==> src/rtl/nway_cache_control.sv <==
// Control FSM and per-set tree-PLRU for an N-way set-associative cache.
// Optional hit/miss performance counters are enabled with CACHE_PERF_CNT_EN.
module nway_cache_control #(
    parameter int WAYS  = 4,
    parameter int IDX_W = 3
) (
    input  logic                                clk,
    input  logic                                rst,
    input  logic                                mem_read,
    input  logic                                mem_write,
    input  logic [15:0]                         mem_address,
    output logic                                mem_resp,
    output logic                                pmem_read,
    output logic                                pmem_write,
    input  logic                                pmem_resp,
    output logic [15:0]                         pmem_address,
    input  logic [WAYS-1:0]                     way_hit,
    input  logic [WAYS-1:0]                     way_valid,
    input  logic [WAYS-1:0]                     way_dirty,
    input  logic [WAYS*(12-IDX_W)-1:0]          way_tag,
    output logic [WAYS-1:0]                     load_way,
    output logic                                write_type,
    output logic                                cache_in_mux_sel,
    output logic                                insert_mux_sel,
`ifdef CACHE_PERF_CNT_EN
    input  logic                                perf_clear,
    output logic [31:0]                         hit_count,
    output logic [31:0]                         miss_count,
`endif
    output logic [$clog2(WAYS)-1:0]             pmem_w_way_sel
);
    localparam int SETS  = 1 << IDX_W;
    localparam int TAG_W = 12 - IDX_W;
    localparam int WAY_W = $clog2(WAYS);

    typedef enum logic [1:0] {ST_HIT, ST_WRITEBACK, ST_FETCH, ST_FILL} state_t;

    state_t            state_q, state_d;
    logic [WAY_W-1:0]  victim_q, victim_d;
    logic [WAYS-2:0]   plru_q [SETS];

    logic              req, any_hit, plru_upd;
    logic [IDX_W-1:0]  idx;
    logic [WAY_W-1:0]  hit_idx, inv_idx, victim_sel, upd_way;
    logic [TAG_W-1:0]  victim_tag;
    logic              unused_offset;

    // Tree nodes are heap-ordered: node n has children 2n+1 (lower) and 2n+2 (upper).
    function automatic logic [WAY_W-1:0] plru_victim(input logic [WAYS-2:0] t);
        logic [WAY_W-1:0] v;
        logic             b;
        int               n;
        v = '0;
        n = 0;
        for (int l = 0; l < WAY_W; l++) begin
            b = 1'b0;
            for (int k = 0; k < WAYS - 1; k++)
                if (k == n) b = t[k];
            v = WAY_W'({v, b});
            n = 2 * n + 1 + (b ? 1 : 0);
        end
        return v;
    endfunction

    function automatic logic [WAYS-2:0] plru_touch(input logic [WAYS-2:0] t,
                                                   input logic [WAY_W-1:0] w);
        logic [WAYS-2:0]  r;
        logic [WAY_W-1:0] wsh;
        logic             b;
        int               n;
        r   = t;
        wsh = w;
        n   = 0;
        for (int l = 0; l < WAY_W; l++) begin
            b   = wsh[WAY_W-1];
            wsh = wsh << 1;
            for (int k = 0; k < WAYS - 1; k++)
                if (k == n) r[k] = ~b;
            n = 2 * n + 1 + (b ? 1 : 0);
        end
        return r;
    endfunction

    assign req           = mem_read | mem_write;
    assign any_hit       = |way_hit;
    assign idx           = mem_address[4+IDX_W-1:4];
    assign unused_offset = ^mem_address[3:0];

    always_comb begin
        hit_idx    = '0;
        inv_idx    = '0;
        victim_tag = '0;
        for (int w = WAYS - 1; w >= 0; w--) begin
            if (way_hit[w])    hit_idx = WAY_W'(w);
            if (!way_valid[w]) inv_idx = WAY_W'(w);
        end
        for (int w = 0; w < WAYS; w++)
            if (victim_q == WAY_W'(w)) victim_tag = way_tag[w*TAG_W +: TAG_W];
        victim_sel = (&way_valid) ? plru_victim(plru_q[idx]) : inv_idx;
    end

    always_comb begin
        state_d          = state_q;
        victim_d         = victim_q;
        plru_upd         = 1'b0;
        upd_way          = '0;
        mem_resp         = 1'b0;
        pmem_read        = 1'b0;
        pmem_write       = 1'b0;
        pmem_address     = {mem_address[15:4], 4'b0};
        load_way         = '0;
        write_type       = 1'b0;
        cache_in_mux_sel = 1'b0;
        insert_mux_sel   = 1'b0;
        pmem_w_way_sel   = '0;
        unique case (state_q)
            ST_HIT: begin
                if (req && any_hit) begin
                    mem_resp = 1'b1;
                    plru_upd = 1'b1;
                    upd_way  = hit_idx;
                    if (mem_write) begin
                        load_way         = way_hit;
                        write_type       = 1'b1;
                        cache_in_mux_sel = 1'b1;
                    end
                end else if (req) begin
                    victim_d = victim_sel;
                    state_d  = (way_valid[victim_sel] && way_dirty[victim_sel])
                               ? ST_WRITEBACK : ST_FETCH;
                end
            end
            ST_WRITEBACK: begin
                pmem_write     = 1'b1;
                pmem_w_way_sel = victim_q;
                pmem_address   = {victim_tag, idx, 4'b0};
                if (pmem_resp) state_d = ST_FETCH;
            end
            ST_FETCH: begin
                pmem_read = 1'b1;
                if (pmem_resp) state_d = ST_FILL;
            end
            ST_FILL: begin
                // Fill and CPU response share this cycle; a write miss merges here.
                load_way         = WAYS'(1) << victim_q;
                insert_mux_sel   = 1'b1;
                write_type       = mem_write;
                cache_in_mux_sel = mem_write;
                plru_upd         = 1'b1;
                upd_way          = victim_q;
                mem_resp         = 1'b1;
                state_d          = ST_HIT;
            end
            default: state_d = ST_HIT;
        endcase
    end

    always_ff @(posedge clk) begin
        if (rst) begin
            state_q  <= ST_HIT;
            victim_q <= '0;
            for (int s = 0; s < SETS; s++) plru_q[s] <= '0;
        end else begin
            state_q  <= state_d;
            victim_q <= victim_d;
            if (plru_upd) plru_q[idx] <= plru_touch(plru_q[idx], upd_way);
        end
    end

`ifdef CACHE_PERF_CNT_EN
    logic [31:0] hit_cnt_q, miss_cnt_q;
    logic        hit_evt, miss_evt;

    assign hit_evt  = (state_q == ST_HIT) && req && any_hit;
    assign miss_evt = (state_q == ST_HIT) && (state_d != ST_HIT);

    always_ff @(posedge clk) begin
        if (rst || perf_clear) begin
            hit_cnt_q  <= '0;
            miss_cnt_q <= '0;
        end else begin
            if (hit_evt)  hit_cnt_q  <= hit_cnt_q + 32'd1;
            if (miss_evt) miss_cnt_q <= miss_cnt_q + 32'd1;
        end
    end

    assign hit_count  = hit_cnt_q;
    assign miss_count = miss_cnt_q;
`endif

endmodule

==> config.mk <==
export PLATFORM = sky130hd
export DESIGN_NAME = nway_cache_control
export DESIGN_NICKNAME = d
export VERILOG_FILES = /design/src/rtl/nway_cache_control.sv
export SDC_FILE = /design/constraint.sdc
export NUM_CORES = 1
export LEC_CHECK = 0
export ABC_AREA = 1
export BUFFER_PORTS_ARGS = -buffer_cell sky130_fd_sc_hd__buf_4
export CAP_MARGIN = 10
export CORE_AREA = 2 2 60 91
export CTS_CLUSTER_DIAMETER = 80
export CTS_CLUSTER_SIZE = 14
export DETAILED_ROUTE_END_ITERATION = 10
export DIE_AREA = 0 0 62 93
export PLACE_DENSITY = 0.82
export SLEW_MARGIN = 20
export SYNTH_ARGS = -nofsm -noshare
export SYNTH_HDL_FRONTEND = slang
export SYNTH_SLANG_ARGS = --single-unit
export TNS_END_PERCENT = 1
==> constraint.sdc <==
create_clock -name clk -period 2.3 [get_ports clk]
set_input_delay 0.46 -clock clk [delete_from_list [all_inputs] [get_ports clk]]
set_output_delay 0.46 -clock clk [all_outputs]
set_load 0.03 [all_outputs]
==> impl_results.md, run 1 <==
- Initial antenna violation count: 0
- Die Y: 93 um
- Endpoint type of the worst setup path: output pin
- Setup bufs post-CTS: 0
- Lkg Pwr: 1.52 nW
- CTS Root Cell: clkbuf_8
- Max Freq: 0.461 GHz
- Post-synth EDFFs: 24
- Grt total ovfl: 0
- Fin crit share: 0.943
- Final nets: 482
- Overall Global Routing Usage: 0.221
- Worst Path Arrival: 1.71 ns
- Clock slew at reported path FFs: 0.08 ns
- Number of port buffers: 88
- TNS Setup: 0 ns
- Layout cell share with drive strength beyond 1: 0.304
- First-pass GRT wire length: 9.57 mm
- Yosys top cell area share: 0.330
- N_diodes: 0
- Maximum buffer depth of the clock tree: 2
- Hold Vio Cnt, Final: 0
- Sequential-to-total area share from yosys stat: 0.366
- Netlist cell types: 29
- Clock Latency Late Sink: 0.27 ns
- Largest net degree at the start of global routing: 16
- Synthesis-stage register bit count: 28
- Die area: 5770 sq um
- RSZ-0062 raised after global routing: false
- CTS tree: yes
- Fillers: 465
- Crit path time final: 2.17 ns
- Avg Vias per Cell: 4.90
- Initial drt markers: 56
- Critical Path RT: 1.84 ns
- Post-DP HPWL: 5.03 mm
- Top_reg_cell synth: edfxtp_1
- Power, Total: 1.92 mW
- Main area contributors after synthesis: edfxtp_1 33%, nand2_1 16%, inv_1 8.2%
- FP Rows: 32
- # H-tree levels: 1
- Flip-flop and latch area: 801 sq um
- Status: complete, no violations
- Routed vias: 2,331
- Syn Area/Cell: 6.81 sq um
- Clk sink count: 28
- Crit Path Class: reg -> out
- Post-Route WL: 5.98 mm
- Count leader, synth: nand2_1
- Yosys top cell by area: edfxtp_1
- Setup violations, final: 0
- Max-slew violation count: 0
- Syn Inst Count: 321
- Number of remaining DRC errors: 0
- TritonRoute pass-1 iters: 4
- Area grow syn2layout: 34.9%
- Placed Area: 2900 sq um
- Async SR Flop Fraction: 0
- Fin util: 0.590
- Max VDD drop: 424 uV
- Post-DRT Antenna Nets: 0
- Design Area, Final: 2950 sq um
- CORE AREA: 5000 sq um
- Skew final: 0.00248 ns
- # IOs: 97
- Multi-input logic area: 1090 sq um
- Ys Warns: 0
- Max-cap violation count: 0
- Power Density: 651 nW/um^2
- Wirelength per Cell: 12.6 um
- Die Span X: 62 um
- Largest fanout on the critical path: 10
- Startpoint Class: flop
- List of most frequent post-synthesis cells: 95 x nand2_1, 48 x inv_1, 46 x nor2_1
- HP Class: in -> reg
- Total CTS buffers: 3
- Initial Util: 0.437
- Final GP Congestion: 0.887
- Post-Syn Area: 2190 sq um
- Vias in the first global route: 2,293
metrics by stage:
| step | worst slack (ns) | hold slack [ns] | instances |
|---|---|---|---|
| floorplan | 0.0671 | 0.483 | 324 |
| detailed placement | 0.183 | 0.532 | 472 |
| finish | 0.132 | 0.352 | 476 |
| global route | 0.0285 | 0.341 | 476 |
| CTS | 0.0707 | 0.352 | 476 |
| global placement | 0.223 | 0.514 | 472 |
final timing paths:
check | slack [ns] | start | end | cells after the start
max | 0.13 | victim_q[1] | pmem_address[11] | 5
min | 0.35 | rst | state_q[0] | 2
max reg2reg | 0.27 | state_q[0] | plru_q[6][2] | 9
min reg2reg | 0.55 | state_q[0] | state_q[0] | 2
what timing repair did:
item / in CTS / in global routing
hold buffers: 0 / 0
gates resized for setup: 0 / 2
endpoints found under the setup margin: 0 / 21
cell type report:
class / count / area share
Multi-Input combinational cell: 226 / 0.369
Sequential cell: 28 / 0.271
Timing Repair Buffer: 97 / 0.247
Inverter: 53 / 0.0687
Tap cell: 68 / 0.0288
Clock buffer: 4 / 0.0153
sequential cells by signal, indices dropped and copies added (netlist names):
name / cells
plru_q: 24
state_q: 2
victim_q: 2
worst max-delay path: stages, from the launching register on:
cell and delay [ns]:
dfxtp_1 0.40, nand2_1 0.15, clkinvlp_4 0.21, a221oi_1 0.40, o21ai_1 0.10, buf_4 0.18
logic make-up (layout without fill, tap and decap cells):
logic type,count (synthesis),after routing,synth area share
and+or+nand+nor,173,173,0.334
buffers and inverters,70,154,0.142
AOI/OAI and AO/OA,45,45,0.133
DFF,28,28,0.366
adders and majority gates,4,4,0.0229
other,1,4,0.00171
power by group:
part | leakage, nW | switching, mW | internal [mW]
sequential | 0.281 | 0.0259 | 0.604
combinational | 1.21 | 0.649 | 0.379
clock | 0.0228 | 0.139 | 0.124
total | 1.52 | 0.813 | 1.11
cell usage in the layout (no fill, tap or decap):
master       n
nand2_2      6
nor2_1      46
nor2_2       2
edfxtp_1    24
o21ai_0      6
nand3_1     17
a221oi_1     5
nand3_2      2
a21oi_1     15
clkinvlp_4   1
conb_1       4
a31oi_1      4
nor2_4       3
a211oi_2     1
o21ai_1      4
ha_2         1
a21oi_2      4
ha_1         3
clkbuf_1     1
a21boi_1     1
a22o_1       4
or2_0        1
clkbuf_8     3
nor3_1       1
o211ai_1     1
inv_2        4
buf_4       97
dfxtp_1      4
nand2_1     95
inv_1       48
layer usage:
| layer | routed length [um] | part of all wire | vias up | GRT usage |
|---|---|---|---|---|
| met5 | 0 | 0 | - | 0 |
| met4 | 129 | 0.022 | 0 | 0.0922 |
| met3 | 318 | 0.053 | 8 | 0.0207 |
| met2 | 3370 | 0.56 | 102 | 0.412 |
| met1 | 2160 | 0.36 | 1048 | 0.235 |
| li1 | - | - | 1173 | - |
Note: power is estimated with default switching activity, not from simulation.
==> run 2: changes to the inputs <==
--- a/config.mk
+++ b/config.mk
@@ -8,12 +8,13 @@
 export ABC_AREA = 1
 export BUFFER_PORTS_ARGS = -buffer_cell sky130_fd_sc_hd__buf_4
 export CAP_MARGIN = 10
-export CORE_AREA = 2 2 60 91
+export CORE_AREA = 2 2 84 66
 export CTS_CLUSTER_DIAMETER = 80
-export CTS_CLUSTER_SIZE = 14
+export CTS_CLUSTER_SIZE = 10
 export DETAILED_ROUTE_END_ITERATION = 10
-export DIE_AREA = 0 0 62 93
+export DIE_AREA = 0 0 86 68
 export PLACE_DENSITY = 0.82
+export REMOVE_ABC_BUFFERS = 1
 export SLEW_MARGIN = 20
 export SYNTH_ARGS = -nofsm -noshare
 export SYNTH_HDL_FRONTEND = slang
==> run 2 against run 1 <==
  * Hold slack lost 0.017 ns
  * Cell area is essentially flat
  * Die area grew 1.4%
  * Flip-flop and latch count is the same
  * Clock-buffer cell count shrank 1
  * Critical path depth grew 2
  * Non-clock buffer count grew 1
  * Routed wire length shrank 3.8%
  * Critical path type unchanged
  * Highest routed layer unchanged
==> impl_results.md, run 2 (synthesis results as in run 1) <==
- Initial Util: 0.429 (-0.00762)
- Cells on worst reg2reg path: 10 (+1)
- Post-CTS Hold Fix Bufs: 0 (unchanged)
- Critical Path RT: 1.84 ns (about the same)
- Fillers: 492 (+5.8%)
- Max-cap violation count: 0 (unchanged)
- Max incr delay on CP: 0.35 ns (-0.05 ns)
- Power, Total: 1.94 mW (+0.76%)
- RSZ-0062 raised after global routing: false
- Initial drt markers: 166 (+200%)
- Top reg by flops: plru_q
- Initial antenna violation count: 0 (unchanged)
- HP Class: in -> reg
- Final nets: 483 (+0.21%)
- Post-DRT Antenna Nets: 0 (unchanged)
- Clock Latency Late Sink: 0.27 ns (about the same)
- Die Span X: 86 um (+39%)
- # IOs: 97 (unchanged)
- Most frequent cells in the layout: 98 x buf_4, 95 x nand2_1, 48 x inv_1
- Post-Route WL: 5.75 mm (-3.8%)
- Crit Path Class: reg -> out
- Total CTS buffers: 3 (unchanged)
- Number of port buffers: 88 (unchanged)
- Fin util: 0.579 (-0.0108)
- Number of remaining DRC errors: 0 (unchanged)
- Slowest-stage cell, CP: dfxtp_1
- Die Y: 68 um (-27%)
- # H-tree levels: 1 (unchanged)
- Maximum buffer depth of the clock tree: 2 (unchanged)
- Layout cell share with drive strength beyond 1: 0.303 (-0.000743)
- Final GP Congestion: 0.828 (-6.7%)
- CP bufs+invs: 2 (unchanged)
- Largest net degree at the start of global routing: 16 (unchanged)
- Max-slew violation count: 0 (unchanged)
- Largest fanout on the critical path: 4 (-6)
- Area grow syn2layout: 34.8% (about the same)
- Clk sink count: 28 (unchanged)
- CTS tree: yes
- Crit path time final: 2.09 ns (-0.0758 ns)
- Routed vias: 2,266 (-2.8%)
- TritonRoute pass-1 iters: 4 (unchanged)
- CP delay by family, top: simple AND/OR/NAND/NOR gates
- Skew final: 0.00509 ns (+0.00260 ns)
- Worst-path cell chain: inv_1 > ha_1 > o211ai_1 > nand2_1 > nand2_1 > nor2_1 > buf_4
- Max VDD drop: 482 uV (+14%)
- Fin crit share: 0.910 (-0.0330)
- Lkg Pwr: 1.52 nW (+0.41%)
- Setup bufs post-CTS: 0 (unchanged)
- Vias in the first global route: 1,938 (-15%)
- Max Freq: 0.478 GHz (+3.6%)
- Startpoint Class: flop
- TNS Setup: 0 ns (unchanged)
- Power Density: 657 nW/um^2 (+0.85%)
- Hold Vio Cnt, Final: 0 (unchanged)
- Endpoint type of the worst setup path: output pin
- Hold Path Stages: 2 (unchanged)
- Post-DP HPWL: 4.69 mm (-6.7%)
- Wirelength per Cell: 12.2 um (-2.8%)
- Largest regs: plru_q x24, state_q x2, victim_q x2
- Critical path depth: 7 (+2)
- Clock slew at reported path FFs: 0.09 ns (about the same)
- First-pass GRT wire length: 8.68 mm (-9.3%)
- PostCTS Resize Cnt: 0 (unchanged)
- Avg Vias per Cell: 4.81 (-1.8%)
- N_diodes: 0 (unchanged)
- CTS Root Cell: clkbuf_8
- Most common cell after layout, fill and taps aside: buf_4
- Status: complete, no violations
- Die area: 5850 sq um (+1.4%)
- FP Rows: 23 (-28%)
- CORE AREA: 5090 sq um (+1.8%)
- Most numerous cell on the critical path: nand2_1
- Overall Global Routing Usage: 0.185 (-0.0356)
- Grt total ovfl: 0 (unchanged)
- Largest register FFs: 24 (unchanged)
- Worst Path Arrival: 1.63 ns (-0.08 ns)
- Setup violations, final: 0 (unchanged)
-- run 2: changes by cell type in the layout (fill, tap and decap cells not counted), sizes merged --
cell    change
buf         +1
clkbuf      -1
clkinv      +1
-- run 2: path summary, 6_finish.rpt --
| path | start | end | slack [ns] |
|---|---|---|---|
| worst max-delay path | state_q[0] | write_type | 0.21 |
| worst min register to register | state_q[0] | state_q[0] | 0.53 |
| worst max register to register | state_q[0] | plru_q[2][2] | 0.27 |
| worst min-delay path | rst | state_q[0] | 0.34 |
-- run 2: metal layers --
metal / GRT usage / up-vias / share of wire
met5: 0 / - / 0
met4: 0.0536 / 0 / 0.0099
met3: 0.0109 / 7 / 0.048
met2: 0.300 / 52 / 0.50
met1: 0.268 / 1027 / 0.44
li1: - / 1180 / -
-- run 2: power breakdown --
group          total (mW)  switching, mW  internal [mW]
registers           0.629         0.0249          0.604
logic                1.04          0.652          0.389
clock network       0.266          0.146          0.120
-- run 2: final cells by class --
type,instances,area (sq um),area share
timing repair buffer,98,736,0.250
clock buffer,3,41.3,0.0140
multi-input combinational,226,1090,0.368
clock inverter,1,3.75,0.00127
sequential,28,801,0.272
inverter,53,203,0.0688
tap,62,77.6,0.0263
-- run 2: through the flow --
| stage | hold WS, ns | worst slack [ns] | area [sq um] | std cells |
|---|---|---|---|---|
| 2_1_floorplan | 0.483 | -0.0619 | 2090 | 307 |
| 3_3_place_gp | 0.507 | 0.256 | 2900 | 467 |
| 3_5_place_dp | 0.509 | 0.235 | 2900 | 467 |
| 4_1_cts | 0.340 | 0.136 | 2940 | 471 |
| 5_1_grt | 0.326 | 0.0302 | 2950 | 471 |
| 6_report | 0.335 | 0.208 | 2950 | 471 |
==> run 3: changes to the inputs <==
--- a/config.mk
+++ b/config.mk
@@ -14,6 +14,7 @@
 export DETAILED_ROUTE_END_ITERATION = 10
 export DIE_AREA = 0 0 86 68
 export PLACE_DENSITY = 0.82
+export RECOVER_POWER = 100
 export REMOVE_ABC_BUFFERS = 1
 export SLEW_MARGIN = 20
 export SYNTH_ARGS = -nofsm -noshare
==> run 3 against run 2 <==
  * Sequential share of layout area grew 0.70 points
  * Clock skew shrank 0.0021 ns
  * Hold slack gained 0.0055 ns
  * Global-route usage is the same
  * Maximum frequency shrank 1.6%
  * Die area is the same
  * Clock power shrank 2%
==> impl_results.md, run 3 (synthesis results as in run 1) <==
- Worst r2r src: state_q[0]
- Clock slew at reported path FFs: 0.09 ns (about the same)
- Total CTS buffers: 3 (unchanged)
- Place WS: 0.235 ns (unchanged)
- # IOs: 97 (unchanged)
- Clk sink count: 28 (unchanged)
- Most common cell after layout, fill and taps aside: nand2_1
- Initial Util: 0.429 (unchanged)
- Lkg Pwr: 1.49 nW (-2.5%)
- Largest net degree at the start of global routing: 16 (unchanged)
- Power, Total: 1.86 mW (-4.0%)
- Endpoint type of the worst setup path: output pin
- Post-DRT Antenna Nets: 0 (unchanged)
- Setup violations, final: 0 (unchanged)
- Max-slew violation count: 0 (unchanged)
- Critical Path RT: 1.84 ns (about the same)
- Startpoint Class: flop
- Status: complete, no violations
- TritonRoute pass-1 iters: 4 (unchanged)
- Fillers: 510 (+3.7%)
- First-pass GRT wire length: 8.68 mm (unchanged)
- CORE AREA: 5090 sq um (unchanged)
- Initial antenna violation count: 0 (unchanged)
- FP Rows: 23 (unchanged)
- Layout cell share with drive strength beyond 1: 0.274 (-0.0293)
- Avg Vias per Cell: 4.86 (+1.1%)
- Post-DP HPWL: 4.69 mm (unchanged)
- Largest regs: plru_q x24, state_q x2, victim_q x2
- CTS tree: yes
- Die Y: 68 um (unchanged)
- Maximum buffer depth of the clock tree: 2 (unchanged)
- Crit Path Class: reg -> out
- Number of remaining DRC errors: 0 (unchanged)
- Post-CTS Hold Fix Bufs: 0 (unchanged)
- Placed cell count: 467 (unchanged)
- Worst setup margin: 0.174 ns (-0.0335 ns)
- Max-cap violation count: 0 (unchanged)
- Overall Global Routing Usage: 0.185 (unchanged)
- Power Density: 647 nW/um^2 (-1.5%)
- N_diodes: 0 (unchanged)
- Skew final: 0.00294 ns (-0.00214 ns)
- Hold Path Origin: rst
- Max VDD drop: 459 uV (-4.7%)
- Cells on worst reg2reg path: 9 (-1)
- Number of port buffers: 88 (unchanged)
- Largest fanout on the critical path: 10 (+6)
- Die area: 5850 sq um (unchanged)
- Worst Setup SP: victim_q[1]
- # H-tree levels: 1 (unchanged)
- Setup bufs post-CTS: 0 (unchanged)
- Hold Path Stages: 2 (unchanged)
- Fin crit share: 0.924 (+0.0146)
- Clock Latency Late Sink: 0.27 ns (about the same)
- Largest register FFs: 24 (unchanged)
- RSZ-0062 raised after global routing: false
- Worst Path Arrival: 1.67 ns (+0.04 ns)
- Design Area, Final: 2870 sq um (-2.5%)
- Most frequent cells in the layout: 96 x nand2_1, 78 x buf_4, 49 x inv_1
- Final nets: 483 (unchanged)
- Final GP Congestion: 0.828 (unchanged)
- CTS Root Cell: clkbuf_8
- Non-Filler Instances: 471 (unchanged)
- Die Span X: 86 um (unchanged)
- Area grow syn2layout: 31.4%
- Post-Route WL: 5.76 mm (+0.30%)
- TNS Setup: 0 ns (unchanged)
- Vias in the first global route: 1,938 (unchanged)
- Crit path time final: 2.13 ns (+0.0335 ns)
- Fin util: 0.564 (-0.0145)
- Hold Vio Cnt, Final: 0 (unchanged)
- Grt total ovfl: 0 (unchanged)
- Placed Area: 2900 sq um (unchanged)
- Top reg by flops: plru_q
- Initial drt markers: 164 (-1.2%)
- HP Class: in -> reg
- Wirelength per Cell: 12.2 um (+0.30%)
- Max Freq: 0.470 GHz (-1.6%)
- Worst hold slack: 0.341 ns (+0.00551 ns)
- Routed vias: 2,291 (+1.1%)
-- run 3: final cells by class --
class                   count  area (sq um)  area share
repair buffers             98           677       0.236
clock buffers               3          41.3      0.0144
clock inverters             1          3.75     0.00131
multi-input cells         226          1070       0.373
flip-flops and latches     28           801       0.279
well taps                  62          77.6      0.0270
inverters                  53           203      0.0705
-- run 3: path summary, 6_finish.rpt --
check,slack [ns],endpoint
setup / recovery,0.17,pmem_address[15]
hold / removal,0.34,state_q[0]
hold reg to reg,0.52,state_q[0]
setup reg to reg,0.26,plru_q[0][2]
-- run 3: what timing repair did --
| item | 4_1_cts | 5_1_grt |
|---|---|---|
| endpoints found under the hold margin | 0 | 0 |
| setup endpoints to repair | 0 | 3 |
| gates resized for setup | 0 | 1 |
-- run 3: per-layer routing --
layer,vias up,global-route usage,wire [um]
met2,58,0.300,2870
met5,-,0,0
met3,6,0.0109,254
met4,0,0.0536,49
met1,1045,0.268,2590
li1,1182,-,-
-- run 3: power breakdown --
group / switching (mW) / total, mW / internal (mW)
clock network: 0.142 / 0.262 / 0.120
logic: 0.642 / 0.968 / 0.326
registers: 0.0248 / 0.629 / 0.604
-- run 3: critical path: stages (launching register included) --
cell	delay, ns
dfxtp_1	0.45
nor2_1	0.08
clkbuf_2	0.20
nand2_1	0.09
nand2_1	0.06
a221oi_1	0.23
o21ai_1	0.09
clkbuf_2	0.19
